--- src/rtl/gpio_v2_pkg.sv ---
// Shared constants for the second-generation Wishbone GPIO: register indices,
// interrupt mode encodings and the byte-lane helper.
package gpio_v2_pkg;

    localparam int unsigned WB_ADR_W = 6;
    localparam int unsigned WB_DAT_W = 32;
    localparam int unsigned DBDIV_W  = 16;

    localparam logic [3:0] GPIO_IN      = 4'd0;
    localparam logic [3:0] GPIO_OUT     = 4'd1;
    localparam logic [3:0] GPIO_OE      = 4'd2;
    localparam logic [3:0] GPIO_OUT_SET = 4'd3;
    localparam logic [3:0] GPIO_OUT_CLR = 4'd4;
    localparam logic [3:0] GPIO_OUT_TGL = 4'd5;
    localparam logic [3:0] GPIO_IE      = 4'd6;
    localparam logic [3:0] GPIO_IS      = 4'd7;
    localparam logic [3:0] GPIO_ITYPE   = 4'd8;
    localparam logic [3:0] GPIO_IPOL    = 4'd9;
    localparam logic [3:0] GPIO_IBOTH   = 4'd10;
    localparam logic [3:0] GPIO_DBEN    = 4'd11;
    localparam logic [3:0] GPIO_DBDIV   = 4'd12;
    localparam logic [3:0] GPIO_IO_SEL  = 4'd13;

    localparam logic ITYPE_EDGE  = 1'b0;
    localparam logic ITYPE_LEVEL = 1'b1;
    localparam logic IPOL_HIGH   = 1'b0;
    localparam logic IPOL_LOW    = 1'b1;
    localparam logic IBOTH_ON    = 1'b1;

    function automatic logic [WB_DAT_W-1:0] lane_mask(input logic [3:0] sel);
        logic [WB_DAT_W-1:0] m;
        m = '0;
        for (int unsigned k = 0; k < 4; k++) begin
            m[8*k +: 8] = {8{sel[k]}};
        end
        return m;
    endfunction

endpackage

--- src/rtl/gpio_v2_if.sv ---
// Wishbone slave bus bundle for the GPIO block; clock and reset stay separate.
interface gpio_v2_if;
    import gpio_v2_pkg::*;

    logic                wb_cyc_i;
    logic                wb_stb_i;
    logic                wb_we_i;
    logic [WB_ADR_W-1:0] wb_adr_i;
    logic [WB_DAT_W-1:0] wb_dat_i;
    logic [3:0]          wb_sel_i;
    logic [WB_DAT_W-1:0] wb_dat_o;
    logic                wb_ack_o;
    logic                wb_err_o;

    modport master (
        output wb_cyc_i, wb_stb_i, wb_we_i, wb_adr_i, wb_dat_i, wb_sel_i,
        input  wb_dat_o, wb_ack_o, wb_err_o
    );

    modport slave (
        input  wb_cyc_i, wb_stb_i, wb_we_i, wb_adr_i, wb_dat_i, wb_sel_i,
        output wb_dat_o, wb_ack_o, wb_err_o
    );

endinterface

--- src/rtl/gpio_v2_debounce.sv ---
// One pin's debounce filter: the filtered value follows the synchronised input
// only after it has differed for 2^DB_CNT_W-1 prescaler ticks.
module gpio_debounce #(
    parameter int unsigned DB_CNT_W = 3
) (
    input  logic clk_i,
    input  logic rst_i,
    input  logic s,
    input  logic tick,
    input  logic en,
    output logic filt
);
    localparam logic [DB_CNT_W-1:0] CNT_LAST = {DB_CNT_W{1'b1}} - 1'b1;

    logic [DB_CNT_W-1:0] cnt_q, cnt_d;
    logic                filt_q, filt_d;

    // While disabled the stored value tracks s so re-enabling causes no false edge.
    always_comb begin
        cnt_d  = cnt_q;
        filt_d = filt_q;
        if (!en) begin
            cnt_d  = '0;
            filt_d = s;
        end else if (s == filt_q) begin
            cnt_d = '0;
        end else if (tick) begin
            if (cnt_q == CNT_LAST) begin
                cnt_d  = '0;
                filt_d = s;
            end else begin
                cnt_d = cnt_q + 1'b1;
            end
        end
    end

    always_ff @(posedge clk_i or posedge rst_i) begin
        if (rst_i) begin
            cnt_q  <= '0;
            filt_q <= 1'b0;
        end else begin
            cnt_q  <= cnt_d;
            filt_q <= filt_d;
        end
    end

    assign filt = en ? filt_q : s;

endmodule

--- src/rtl/gpio_v2_top.sv ---
// Wishbone GPIO with atomic set/clear/toggle, per-pin edge/level interrupts,
// per-pin debounce and a shared-pin ownership mask.
module gpio_v2_top
    import gpio_v2_pkg::*;
#(
    parameter int unsigned NO_OF_GPIO_PINS   = 32,
    parameter int unsigned NO_OF_SHARED_PINS = 15,
    parameter int unsigned DB_CNT_W          = 3
) (
    input  logic                         wb_clk_i,
    input  logic                         wb_rst_i,
    gpio_v2_if.slave                     wb,
    input  logic [NO_OF_GPIO_PINS-1:0]   i_gpio,
    output logic [NO_OF_GPIO_PINS-1:0]   o_gpio,
    output logic [NO_OF_GPIO_PINS-1:0]   en_gpio,
    output logic [NO_OF_SHARED_PINS-1:0] io_sel,
    output logic                         wb_inta_o
);
    localparam int unsigned N = NO_OF_GPIO_PINS;
    localparam int unsigned S = NO_OF_SHARED_PINS;

    logic                acc, commit, ack_q;
    logic [3:0]          idx;
    logic [15:0]         wr_sel;
    logic [WB_DAT_W-1:0] lane_m, wdm, rdata;
    logic [N-1:0]        wm_n, wd_n;
    logic [S-1:0]        wm_s, wd_s;
    logic                unused_adr;

    logic [N-1:0] out_q, out_d, oe_q, oe_d, ie_q, ie_d, is_q, is_d;
    logic [N-1:0] itype_q, itype_d, ipol_q, ipol_d, iboth_q, iboth_d, dben_q, dben_d;
    logic [S-1:0] iosel_q, iosel_d;
    logic [DBDIV_W-1:0] dbdiv_q, dbdiv_d, pre_q, pre_d;
    logic         tick;

    logic [N-1:0] sync1_q, sync2_q, filt, prev_q, hit, qual, iosel_n, w1c;

    assign acc        = wb.wb_cyc_i & wb.wb_stb_i;
    assign commit     = acc & ~ack_q & wb.wb_we_i;
    assign idx        = wb.wb_adr_i[5:2];
    assign unused_adr = ^wb.wb_adr_i[1:0];
    assign wr_sel     = commit ? (16'd1 << idx) : '0;
    assign lane_m     = lane_mask(wb.wb_sel_i);
    assign wdm        = wb.wb_dat_i & lane_m;
    assign wm_n       = lane_m[N-1:0];
    assign wd_n       = wdm[N-1:0];
    assign wm_s       = lane_m[S-1:0];
    assign wd_s       = wdm[S-1:0];

    always_comb begin
        out_d   = out_q;
        oe_d    = wr_sel[GPIO_OE]    ? (oe_q    & ~wm_n) | wd_n : oe_q;
        ie_d    = wr_sel[GPIO_IE]    ? (ie_q    & ~wm_n) | wd_n : ie_q;
        itype_d = wr_sel[GPIO_ITYPE] ? (itype_q & ~wm_n) | wd_n : itype_q;
        ipol_d  = wr_sel[GPIO_IPOL]  ? (ipol_q  & ~wm_n) | wd_n : ipol_q;
        iboth_d = wr_sel[GPIO_IBOTH] ? (iboth_q & ~wm_n) | wd_n : iboth_q;
        dben_d  = wr_sel[GPIO_DBEN]  ? (dben_q  & ~wm_n) | wd_n : dben_q;
        iosel_d = wr_sel[GPIO_IO_SEL] ? (iosel_q & ~wm_s) | wd_s : iosel_q;
        dbdiv_d = wr_sel[GPIO_DBDIV] ? (dbdiv_q & ~lane_m[DBDIV_W-1:0]) | wdm[DBDIV_W-1:0]
                                     : dbdiv_q;
        if (wr_sel[GPIO_OUT])     out_d = (out_q & ~wm_n) | wd_n;
        if (wr_sel[GPIO_OUT_SET]) out_d = out_q | wd_n;
        if (wr_sel[GPIO_OUT_CLR]) out_d = out_q & ~wd_n;
        if (wr_sel[GPIO_OUT_TGL]) out_d = out_q ^ wd_n;
    end

    // Prescaler: tick every DBDIV+1 cycles, restarted by any DBDIV write.
    assign tick  = (pre_q == dbdiv_q);
    assign pre_d = (wr_sel[GPIO_DBDIV] || tick) ? '0 : pre_q + 1'b1;

    for (genvar i = 0; i < N; i++) begin : g_db
        gpio_debounce #(.DB_CNT_W(DB_CNT_W)) u_db (
            .clk_i (wb_clk_i),
            .rst_i (wb_rst_i),
            .s     (sync2_q[i]),
            .tick  (tick),
            .en    (dben_q[i]),
            .filt  (filt[i])
        );
    end

    always_comb begin
        hit = '0;
        for (int unsigned i = 0; i < N; i++) begin
            if (itype_q[i] == ITYPE_LEVEL) begin
                hit[i] = (ipol_q[i] == IPOL_LOW) ? ~filt[i] : filt[i];
            end else if (iboth_q[i] == IBOTH_ON) begin
                hit[i] = filt[i] ^ prev_q[i];
            end else if (ipol_q[i] == IPOL_LOW) begin
                hit[i] = ~filt[i] & prev_q[i];
            end else begin
                hit[i] = filt[i] & ~prev_q[i];
            end
        end
    end

    assign iosel_n = N'(iosel_q);
    assign qual    = hit & ie_q & ~iosel_n;
    assign w1c     = wr_sel[GPIO_IS] ? wd_n : '0;
    // Set has priority over a same-cycle clear.
    assign is_d    = (is_q & ~w1c) | qual;

    always_ff @(posedge wb_clk_i or posedge wb_rst_i) begin
        if (wb_rst_i) begin
            ack_q   <= 1'b0;
            out_q   <= '0;
            oe_q    <= '1;
            ie_q    <= '0;
            is_q    <= '0;
            itype_q <= '0;
            ipol_q  <= '0;
            iboth_q <= '0;
            dben_q  <= '0;
            dbdiv_q <= '0;
            iosel_q <= '1;
            pre_q   <= '0;
            sync1_q <= '0;
            sync2_q <= '0;
            prev_q  <= '0;
        end else begin
            ack_q   <= acc & ~ack_q;
            out_q   <= out_d;
            oe_q    <= oe_d;
            ie_q    <= ie_d;
            is_q    <= is_d;
            itype_q <= itype_d;
            ipol_q  <= ipol_d;
            iboth_q <= iboth_d;
            dben_q  <= dben_d;
            dbdiv_q <= dbdiv_d;
            iosel_q <= iosel_d;
            pre_q   <= pre_d;
            sync1_q <= i_gpio;
            sync2_q <= sync1_q;
            prev_q  <= filt;
        end
    end

    always_comb begin
        rdata = '0;
        case (idx)
            GPIO_IN:                                          rdata = 32'(filt);
            GPIO_OUT, GPIO_OUT_SET, GPIO_OUT_CLR, GPIO_OUT_TGL: rdata = 32'(out_q);
            GPIO_OE:                                          rdata = 32'(oe_q);
            GPIO_IE:                                          rdata = 32'(ie_q);
            GPIO_IS:                                          rdata = 32'(is_q);
            GPIO_ITYPE:                                       rdata = 32'(itype_q);
            GPIO_IPOL:                                        rdata = 32'(ipol_q);
            GPIO_IBOTH:                                       rdata = 32'(iboth_q);
            GPIO_DBEN:                                        rdata = 32'(dben_q);
            GPIO_DBDIV:                                       rdata = 32'(dbdiv_q);
            GPIO_IO_SEL:                                      rdata = 32'(iosel_q);
            default:                                          rdata = '0;
        endcase
    end

    assign wb.wb_dat_o = ack_q ? rdata : '0;
    assign wb.wb_ack_o = ack_q;
    assign wb.wb_err_o = 1'b0;
    assign o_gpio      = out_q;
    assign en_gpio     = oe_q;
    assign io_sel      = iosel_q;
    assign wb_inta_o   = |(is_q & ie_q);

endmodule

--- src/flat_wrapper.sv ---
// flat-port wrapper written by rule: the top's interface ports become plain ports
module gpio_v2_top_flat import gpio_v2_pkg::*;
#(
    parameter int unsigned NO_OF_GPIO_PINS   = 32,
    parameter int unsigned NO_OF_SHARED_PINS = 15,
    parameter int unsigned DB_CNT_W          = 3
)
  (wb_clk_i, wb_rst_i, i_gpio, o_gpio, en_gpio, io_sel, wb_inta_o, wb_wb_cyc_i, wb_wb_stb_i, wb_wb_we_i, wb_wb_adr_i, wb_wb_dat_i, wb_wb_sel_i, wb_wb_dat_o, wb_wb_ack_o, wb_wb_err_o);
  gpio_v2_if wb_i ();
  input  logic wb_clk_i;
  input  logic wb_rst_i;
  input  logic [NO_OF_GPIO_PINS-1:0] i_gpio;
  output logic [NO_OF_GPIO_PINS-1:0] o_gpio;
  output logic [NO_OF_GPIO_PINS-1:0] en_gpio;
  output logic [NO_OF_SHARED_PINS-1:0] io_sel;
  output logic wb_inta_o;
  input wire logic [$bits(wb_i.wb_cyc_i)-1:0] wb_wb_cyc_i;
  input wire logic [$bits(wb_i.wb_stb_i)-1:0] wb_wb_stb_i;
  input wire logic [$bits(wb_i.wb_we_i)-1:0] wb_wb_we_i;
  input wire logic [$bits(wb_i.wb_adr_i)-1:0] wb_wb_adr_i;
  input wire logic [$bits(wb_i.wb_dat_i)-1:0] wb_wb_dat_i;
  input wire logic [$bits(wb_i.wb_sel_i)-1:0] wb_wb_sel_i;
  output wire logic [$bits(wb_i.wb_dat_o)-1:0] wb_wb_dat_o;
  output wire logic [$bits(wb_i.wb_ack_o)-1:0] wb_wb_ack_o;
  output wire logic [$bits(wb_i.wb_err_o)-1:0] wb_wb_err_o;
  assign wb_i.wb_cyc_i = wb_wb_cyc_i;
  assign wb_i.wb_stb_i = wb_wb_stb_i;
  assign wb_i.wb_we_i = wb_wb_we_i;
  assign wb_i.wb_adr_i = wb_wb_adr_i;
  assign wb_i.wb_dat_i = wb_wb_dat_i;
  assign wb_i.wb_sel_i = wb_wb_sel_i;
  assign wb_wb_dat_o = wb_i.wb_dat_o;
  assign wb_wb_ack_o = wb_i.wb_ack_o;
  assign wb_wb_err_o = wb_i.wb_err_o;
  gpio_v2_top #(.NO_OF_GPIO_PINS(NO_OF_GPIO_PINS), .NO_OF_SHARED_PINS(NO_OF_SHARED_PINS), .DB_CNT_W(DB_CNT_W)) u_core (.wb_clk_i(wb_clk_i), .wb_rst_i(wb_rst_i), .wb(wb_i), .i_gpio(i_gpio), .o_gpio(o_gpio), .en_gpio(en_gpio), .io_sel(io_sel), .wb_inta_o(wb_inta_o));
endmodule
--- config.mk ---
export PLATFORM = sky130hd
export DESIGN_NAME = gpio_v2_top_flat
export DESIGN_NICKNAME = d
export VERILOG_FILES = /design/src/rtl/gpio_v2_pkg.sv /design/src/rtl/gpio_v2_if.sv /design/src/rtl/gpio_v2_debounce.sv /design/src/rtl/gpio_v2_top.sv /design/src/flat_wrapper.sv
export SDC_FILE = /design/constraint.sdc
export NUM_CORES = 1
export LEC_CHECK = 0
export CORE_ASPECT_RATIO = 0.9
export CORE_MARGIN = 10
export CORE_UTILIZATION = 60
export CTS_CLUSTER_DIAMETER = 100
export DETAILED_ROUTE_END_ITERATION = 16
export PLACE_DENSITY = 0.81
export SYNTH_ARGS = -nofsm -noshare
export SYNTH_HDL_FRONTEND = slang
export SYNTH_SLANG_ARGS = --single-unit
export TNS_END_PERCENT = 100
--- constraint.sdc ---
create_clock -name wb_clk_i -period 52.1 [get_ports wb_clk_i]
set_input_delay 10.42 -clock wb_clk_i [delete_from_list [all_inputs] [get_ports wb_clk_i]]
set_output_delay 10.42 -clock wb_clk_i [all_outputs]
set_load 0.01 [all_outputs]
# After elaboration in Yosys (flattened, before gate mapping)
# Cells that the tools add are included.
op_classes:
  n_eq_ne: 206
  bitwise: 197
  n_addsub: 33
  n_reduce_logical: 37
  shifts: 1
  muxes: 425
ops:
  columns: ["op", "count"]
  rows:
  - ["32-bit bitwise AND", 13]
  - ["3-bit 2-to-1 mux", 128]
  - ["32-bit one-hot mux with 11 select lines", 1]
  - ["1-bit 2-to-1 mux", 288]
  - ["32-bit bitwise OR", 9]
  - ["32-bit 2-to-1 mux", 6]
  - ["2-bit != test (second input constant)", 96]
  - ["3-bit by 1-bit adder with 3-bit output (second input constant)", 32]
  - ["3-bit equality test (second input constant)", 32]
  - ["3-bit != test (second input constant)", 32]
  - ["32-bit NOT", 3]
  - ["3-bit AND reduction", 32]
  - ["1-bit bitwise AND", 67]
  - ["1-bit NOT", 65]
  - ["1-bit equality test", 32]
  - ["15-bit NOT with 32-bit output", 1]
  - ["32-bit OR reduction", 1]
  - ["1-bit bitwise XOR", 32]
  - ["32-bit bitwise XOR", 1]
  - ["4-bit equality test (second input constant)", 6]
  - ["16-bit by 1-bit adder with 16-bit output (second input constant)", 1]
  - ["16-bit bitwise AND", 1]
  - ["16-bit equality test", 1]
  - ["4-bit by 3-bit equality test with 1-bit output (second input constant)", 4]
  - ["other kinds (14)", 15]
word_totals:
  register_bits: 528
  output_inout_bits: 114

# Logic depth before layout (Yosys ltp)
# Gate-level depths: netlist of run 1.
depth:
  depth_word: 9
  depth_mapped: 8

# Hierarchy
# A second synthesis of run 1 with hierarchy kept.
unflattened:
  cells_unflattened: 2490
  area_unflattened_um2: 27486.4
by_module_without_submodules:
  columns: ["module", "cells_per_inst", "area_per_inst_um2", "instances"]
  rows:
  - ["gpio_v2_top", 1754, 20719.9, 1]
  - ["gpio_debounce", 23, 211.5, 32]

# Worst setup path after synthesis of run 1
# No wires, ideal clock.
synth_path:
  path_type: "in2out"
  startpoint: "input wb_wb_adr_i[2]"
  endpoint: "output wb_wb_dat_o[26]"
  arrival_time_ps: 11732
  setup_slack_ps: 29948
  stages: 8
  path_cell_list: "buf_2 and4b_1 buf_2 clkbuf_1 nand2_1 o21ai_0 a221oi_1 a31oi_1"
synth_via:
  elab_chain_cells: 4
synth_lines:
  columns: ["item", "line_no", "source"]
  rows:
  - ["start, declared", "flat_wrapper.sv:20", "input wire logic [$bits(wb_i.wb_adr_i)-1:0] wb_wb_adr_i;"]
  - ["4-bit by 1-bit equality test with 1-bit output (tied with other cells)", "gpio_v2_top.sv:141", "case (idx)"]
  - ["4-bit OR reduction", "gpio_v2_top.sv:141", null]
  - ["32-bit one-hot mux with 11 select lines (*)", "gpio_v2_top.sv:141", null]
  - ["32-bit 2-to-1 mux (*)", "gpio_v2_top.sv:157", "assign wb.wb_dat_o = ack_q ? rdata : '0;"]
  - ["end, declared", "flat_wrapper.sv:23", "output wire logic [$bits(wb_i.wb_dat_o)-1:0] wb_wb_dat_o;"]
# Mark *: on every way between the ends. The rest lies on a longest branch, timed or not.

# Worst setup path after layout of run 1
layout_path:
  startpoint: "input wb_wb_adr_i[2]"
  endpoint: "output wb_wb_dat_o[31]"
# Same word-level chain as after synthesis.

==> results of run 1 <==
## logic make-up after synthesis
logic type	Yosys count
simple gates	565
xor+xnor	94
fa+ha+maj	97
other cells	1
flops	528
mux	307
compound gates	605
buf+inv	210
## worst paths after layout
| kind | to | cells after the start |
|---|---|---|
| min | u_core.sync2_q[12]$_DFF_PP0_ | 0 |
| max reg2reg | u_core.g_db[16].u_db.filt_q$_DFFE_PP0P_ | 7 |
| min in group asynchronous | u_core.o_gpio[5]$_DFFE_PP0P_ | 2 |
| max | wb_wb_dat_o[31] | 6 |
| min reg2reg | u_core.sync2_q[12]$_DFF_PP0_ | 0 |
| max in group asynchronous | u_core.sync1_q[13]$_DFF_PP0_ | 4 |
## metal layers
metal	GRT usage	share of wire	vias up
met5	0	0.00071	-
met4	0.127	0.043	8
met3	0.0807	0.12	270
met2	0.441	0.46	1201
met1	0.367	0.38	10416
li1	-	-	9038
## synth_stat cells, drive strengths merged, types with 4 or more instances
cell	number
o2bb2ai	29
nand2	334
o21ai	125
o31ai	28
o21a	17
nand4b	16
and4b	4
mux2i	35
ha	97
a21oi	138
nand4	9
a31oi	50
inv	83
nand3b	49
xor2	58
a211oi	30
nor2	62
and3	6
a222oi	15
nor2b	19
nand2b	16
dfrtp	481
dfstp	47
o22ai	30
buf	37
xnor2	36
and2	7
mux2	272
nand3	22
a22o	51
a22oi	13
nor4	5
clkbuf	90
a221oi	75
## where the power goes
part	total [mW]	leakage, nW	internal, mW	switching (mW)
clock network	0.421	0.943	0.255	0.165
registers	0.481	6.61	0.443	0.0386
logic	0.134	5.53	0.0616	0.0724
total	1.04	13.1	0.760	0.276
## per-stage QoR
| stage | worst slack [ns] | instance area, µm² | util |
|---|---|---|---|
| finish | 27.35 | 30700 | 0.709 |
| global route | 27.35 | 30700 | 0.709 |
| CTS | 27.53 | 30600 | 0.708 |
| detailed placement | 27.54 | 28700 | 0.664 |
| global placement | 27.56 | 28700 | 0.664 |
| floorplan | 27.00 | 26400 | - |
## area by class of cell
type,instances,area share
Antenna cell,10,0.000816
Clock buffer,82,0.0521
Clock inverter,17,0.0104
Inverter,83,0.0104
Multi-Input combinational cell,1669,0.403
Sequential cell,528,0.433
Tap cell,555,0.0227
Timing Repair Buffer,211,0.0675
## worst reg2reg max path: cells and delay by family, from the launching register on
family | cells | cell delay [ns]
compound gates | 1 | 0.48
xor+xnor | 1 | 0.19
buf+inv | 2 | 1.00
flops | 1 | 0.42
mux | 1 | 0.37
simple gates | 2 | 1.08
==> results.md, run 1 <==
* Outcome: complete, no violations
* Core box area at roughly 0.043 mm²
* Htree depth at 2
* Vias per cell at about 6.6
* CP bufs+invs at 3
* DP Cell Count at 3046
* Postcts setup bufs at 0
* Post-synthesis to final-layout area growth at 15.9%
* Die footprint at approximately 0.053 mm²
* WL/cell at 24.1 µm
* I/O Buffers at about 190
* Nets at around 2.7k
* GR Util All Layers at 0.285
* Crit Path Max Fanout at 22
* Yosys reg bits at around 530
* Maximum Capacitance Violations at 0
* Final WL at 75900 µm
* Final worst path period share at 0.475
* Die height at ~220 µm
* CP top delay family: buffers and inverters
* Post-Synth Simple-Gate Area at 0.102
* Worst-skew pair later-pin latency at about 0.62 ns
* Critical path type: input pin to primary output
* Synth Net Count at ~2.6k
* Post-Syn Area at 0.0264 mm²
* DR iter-0 viols at 2571
* Seq/Total Area, Yosys at 0.502
* Synth top area share at 0.455
* Slew headroom at 0.172
* First-pass GRT wire length at around 120000 µm
* Worst-Margin Slew at 1.24 ns
* YS warnings at 0
* Chip width at 241 µm
* Setup tns final at 0 ns
* CP Data Required Time at ~42 ns
* Ys async rst share at 1.00
* Leakage at about 13 nW
* Complex-gate fraction of the synthesized area at 0.157
* GRT overflow at 0
* Via Count at approximately 21k
* Worst setup SP type: input pin
* Worst-path clk slew at 0.06 ns
* Number of routed nets with antenna violations at 0
* Final min period at about 25 ns
* Max IR drop VDD at slightly below 0.00003 V
* Cts repair resizes at 0
* CP most frequent cell: clkdlybuf4s50_1
* Worst-path cell with the longest stage delay: nor4bb_4
* Adder-Cell Fraction of Synth Area at 0.0459
* Footprint of the multi-input gates at 0.0124 mm²
* Dominant cell type by area after synthesis: dfrtp_1
* Max incr delay on CP at 1.22 ns
* RSZ-0062 raised after global routing: false
* Worst Hold Class: register to register
* Global placer's final weighted congestion at about 0.95
* Layout fillers at between 3k and 4k
* Final Hold Viols at 0
* Count of different cell masters after synthesis at 55
* DP HPWL at about 52000 µm
* Pin count of the biggest net entering global routing at around 190
* Clk_skew at around 0.023 ns
* Critical path capture point type: primary output
* # rows at 72
* EDFF count, synth at 0
* Xor and xnor fraction of the mapped netlist area at 0.0311
* Most frequent cells in the layout: dfrtp_1, nand2_1, mux2_2
* CTS Buf Count at 54
* Mux cell area share after synthesis at 0.129
* Hold_sp: u_core.sync1_q[12]$_DFF_PP0_
* Commonest non-fill, non-tap cell in the layout: dfrtp_1
* I/O Pins at slightly below 200
* Vias in the first global route at approximately 21k
* Drt first pass iters at 6
* Synth top area cells: dfrtp_1, mux2_2, nand2_1, dfstp_2, ha_1
* Largest family of logic cells by synthesized area: compound AO/OA/AOI/OAI gates
* Register area at 0.0133 mm²
* Synth Flop Type: dfrtp_1
* Hold-fix buffers, CTS at 0
* Syn Area/Cell at 11.0 µm²
* Clock Tree Root: clkbuf_16
* CP Data Arrival Time at about 14 ns
* Cell Chain, Critical Path: clkdlybuf4s50_1 > nor4bb_4 > buf_4 > a221oi_1 > a31oi_1 > clkdlybuf4s50_1
* Share of post-route cells with drive strength above 1 at 0.174
* Residual DRC count at 0
* Initial antenna violation count at 13
* F_max at approximately 40 MHz
* Clock sinks at around 530
* Fin cells at ~3.2k
* R2R Setup Slk at 48.44 ns
* Final setup violation count at 0
* Pins Over Slew Limit at 0
* Starting Density at 0.611
* Mapped Cells at 2407
* Hold WS at 0.345 ns
* CTS tree: done
* Pwr per Cell Area at between 30 and 40 mW/mm²
* Crit. Startpoint: wb_wb_adr_i[2]
* Total power at about 1.0 mW
* Clock buffer depth at 3
Power figures use the tool's default switching activity.
==> run 2: changes to the inputs <==
--- a/config.mk
+++ b/config.mk
@@ -7,10 +7,10 @@
 export LEC_CHECK = 0
 export CORE_ASPECT_RATIO = 0.9
 export CORE_MARGIN = 10
-export CORE_UTILIZATION = 60
+export CORE_UTILIZATION = 59
 export CTS_CLUSTER_DIAMETER = 100
 export DETAILED_ROUTE_END_ITERATION = 16
-export PLACE_DENSITY = 0.81
+export PLACE_DENSITY = 0.8
 export SYNTH_ARGS = -nofsm -noshare
 export SYNTH_HDL_FRONTEND = slang
 export SYNTH_SLANG_ARGS = --single-unit
==> constraint.sdc (replaced) <==
create_clock -name wb_clk_i -period 23.2 [get_ports wb_clk_i]
set_input_delay 4.64 -clock wb_clk_i [delete_from_list [all_inputs] [get_ports wb_clk_i]]
set_output_delay 4.64 -clock wb_clk_i [all_outputs]
set_load 0.01 [all_outputs]
==> run 2 against run 1 <==
  * Critical path depth increased by 1
  * Final cell count increased by 1.4%
  * Flip-flop and latch count unchanged
  * Critical path type unchanged
  * Critical endpoint is now wb_wb_dat_o[12]
==> results.md, run 2 (synthesis results as in run 1) <==
* Starting Density at 0.598 (-0.0134)
* Postcts setup bufs at 0 (unchanged)
* Max IR drop VDD at 0.0000508 V (+72%)
* Commonest non-fill, non-tap cell in the layout: dfrtp_1
* R2R Setup Slk at 20.12 ns (-28.32 ns)
* CTS Buf Count at 54 (unchanged)
* Outcome: complete, no violations
* CP Data Arrival Time at 8.62 ns (-5.71 ns)
* Clock Tree Root: clkbuf_16
* Htree depth at 2 (unchanged)
* Share of post-route cells with drive strength above 1 at 0.176 (+0.00193)
* Vias in the first global route at 20.8k (+0.0096%)
* First-pass GRT wire length at 119000 µm (+0.70%)
* Critical path capture point type: primary output
* Fin worst setup slack at 9.94 ns (-17.41 ns)
* Nets at 2721 (-0.073%)
* WHS Endpoint: u_core.sync2_q[9]$_DFF_PP0_
* Final WL at 76300 µm (+0.47%)
* Drt first pass iters at 7 (+1)
* Worst-Margin Slew at 1.29 ns (+0.0494 ns)
* Chip width at 243 µm (+0.78%)
* Clock buffer depth at 3 (unchanged)
* CP Data Required Time at 18.56 ns (-23.12 ns)
* Number of routed nets with antenna violations at 0 (unchanged)
* Design area at 0.0306 mm² (about the same)
* Setup tns final at 0 ns (unchanged)
* Die height at 221 µm (+0.77%)
* Finished Core Util at 0.693 (-0.0158)
* Cts repair resizes at 0 (unchanged)
* GR Util All Layers at 0.277 (-0.00785)
* CP most frequent cell: clkdlybuf4s50_1
* Cell Chain, Critical Path: clkdlybuf4s50_1 > nor4bb_4 > buf_4 > a22o_1 > a221oi_1 > a31oi_1 > clkdlybuf4s50_1
* Worst Hold Class: register to register
* Final worst path period share at 0.571
* Pwr per Cell Area at 74.9 mW/mm² (+120%)
* Leakage at 13.1 nW (-0.17%)
* Hold_sp: u_core.sync1_q[9]$_DFF_PP0_
* Clk_skew at 0.0105 ns (-0.0123 ns)
* CP top delay family: buffers and inverters
* Via Count at 20.9k (-0.30%)
* Pin count of the biggest net entering global routing at 193 (+0.52%)
* # rows at 73 (+1.4%)
* Max incr delay on CP at 1.20 ns (-0.02 ns)
* Die footprint at 0.0537 mm² (+1.5%)
* Worst-path clk slew at 0.06 ns (about the same)
* Worst setup SP type: input pin
* Worst-skew pair later-pin latency at 0.60 ns (-0.02 ns)
* Clock sinks at 528 (unchanged)
* WL/cell at 23.8 µm (-0.91%)
* Residual DRC count at 0 (unchanged)
* Core box area at 0.0442 mm² (+2.2%)
* Pins Over Slew Limit at 0 (unchanged)
* I/O Buffers at 189 (unchanged)
* Reg2reg end: u_core.g_db[24].u_db.cnt_q[0]$_DFFE_PP0P_
* DP HPWL at 51400 µm (-0.18%)
* Final setup violation count at 0 (unchanged)
* Reg2Reg Depth at 6 (-1)
* Post-synthesis to final-layout area growth at 15.9% (about the same)
* I/O Pins at 193 (unchanged)
* Most frequent cells in the layout: dfrtp_1, nand2_1, mux2_2
* Final Hold Viols at 0 (unchanged)
* Total power at 2.30 mW (+120%)
* Vias per cell at 6.52 (-1.7%)
* Maximum Capacitance Violations at 0 (unchanged)
* Post-DP Area at 0.0288 mm² (+0.14%)
* Worst-path cell with the longest stage delay: nor4bb_4
* Worst hold path depth at 0 (unchanged)
* Initial antenna violation count at 10 (-3)
* CTS tree: done
* CP bufs+invs at 3 (unchanged)
* GRT overflow at 0 (unchanged)
* Critical path type: input pin to primary output
* Slew headroom at 0.139 (-0.0329)
* Worst slack, placed at 10.14 ns (-17.40 ns)
* Global placer's final weighted congestion at 0.935 (-1.7%)
* DR iter-0 viols at 2517 (-2.1%)
* F_max at about 75 MHz
* Final min period at about 13 ns
* Hold-fix buffers, CTS at 0 (unchanged)
* RSZ-0062 raised after global routing: false
* Crit Path Max Fanout at 22 (unchanged)
-- run 2: cell types whose count changed in the layout (fill, tap and decap cells not counted), sizes merged --
cell      before  now
clkbuf        82   78
inv           85   84
bufinv         9    6
diode         10    9
buf           22   20
clkinvlp       0    1
clkinv         6   15
-- run 2: where the power goes --
part / leakage (nW) / switching [mW] / total [mW] / internal (mW)
logic: 5.52 / 0.163 / 0.301 / 0.138
registers: 6.61 / 0.0872 / 1.08 / 0.994
clock network: 0.931 / 0.371 / 0.914 / 0.543
total: 13.1 / 0.621 / 2.30 / 1.68
-- run 2: worst reg2reg max path: cells and delay by family (launching register included) --
family                 cells  cell delay (ns)
XOR/XNOR                   1             0.19
AO/OA/AOI/OAI              1             0.21
buffers and inverters      1             0.69
flip-flops                 1             0.43
AND/OR/NAND/NOR            3             1.47
-- run 2: worst max-delay path by stage --
stage	slack, ns	depth (start not counted)	start	end
3_3_place_gp	10.12	7	wb_wb_adr_i[3]	wb_wb_dat_o[25]
3_5_place_dp	10.14	7	wb_wb_adr_i[3]	wb_wb_dat_o[12]
5_1_grt	9.85	7	wb_wb_adr_i[3]	wb_wb_dat_o[13]
6_report	9.94	7	wb_wb_adr_i[3]	wb_wb_dat_o[12]
4_1_cts	10.11	7	wb_wb_adr_i[3]	wb_wb_dat_o[12]
2_1_floorplan	3.88	1	wb_rst_i	async pin
-- run 2: metal layers --
layer | track usage | share of wire | up-vias
li1 | - | - | 9033
met3 | 0.0821 | 0.12 | 225
met5 | 0 | 0.00035 | -
met1 | 0.357 | 0.38 | 10433
met4 | 0.106 | 0.036 | 4
met2 | 0.435 | 0.46 | 1176
-- run 2: layout make-up --
class / count / area [µm²]
clock inverter: 23 / 272
fill: 3214 / 13600
antenna: 9 / 22.5
multi-input combinational: 1669 / 12400
tap: 600 / 751
clock buffer: 78 / 1590
timing repair buffer: 209 / 2050
inverter: 83 / 319
sequential: 528 / 13300
-- run 2: metrics by stage --
stage	hold WS (ns)	std cells
finish	0.346	3199
global route	0.354	3196
CTS	0.348	3190
detailed placement	0.335	3089
global placement	0.332	3089
floorplan	0.331	2407
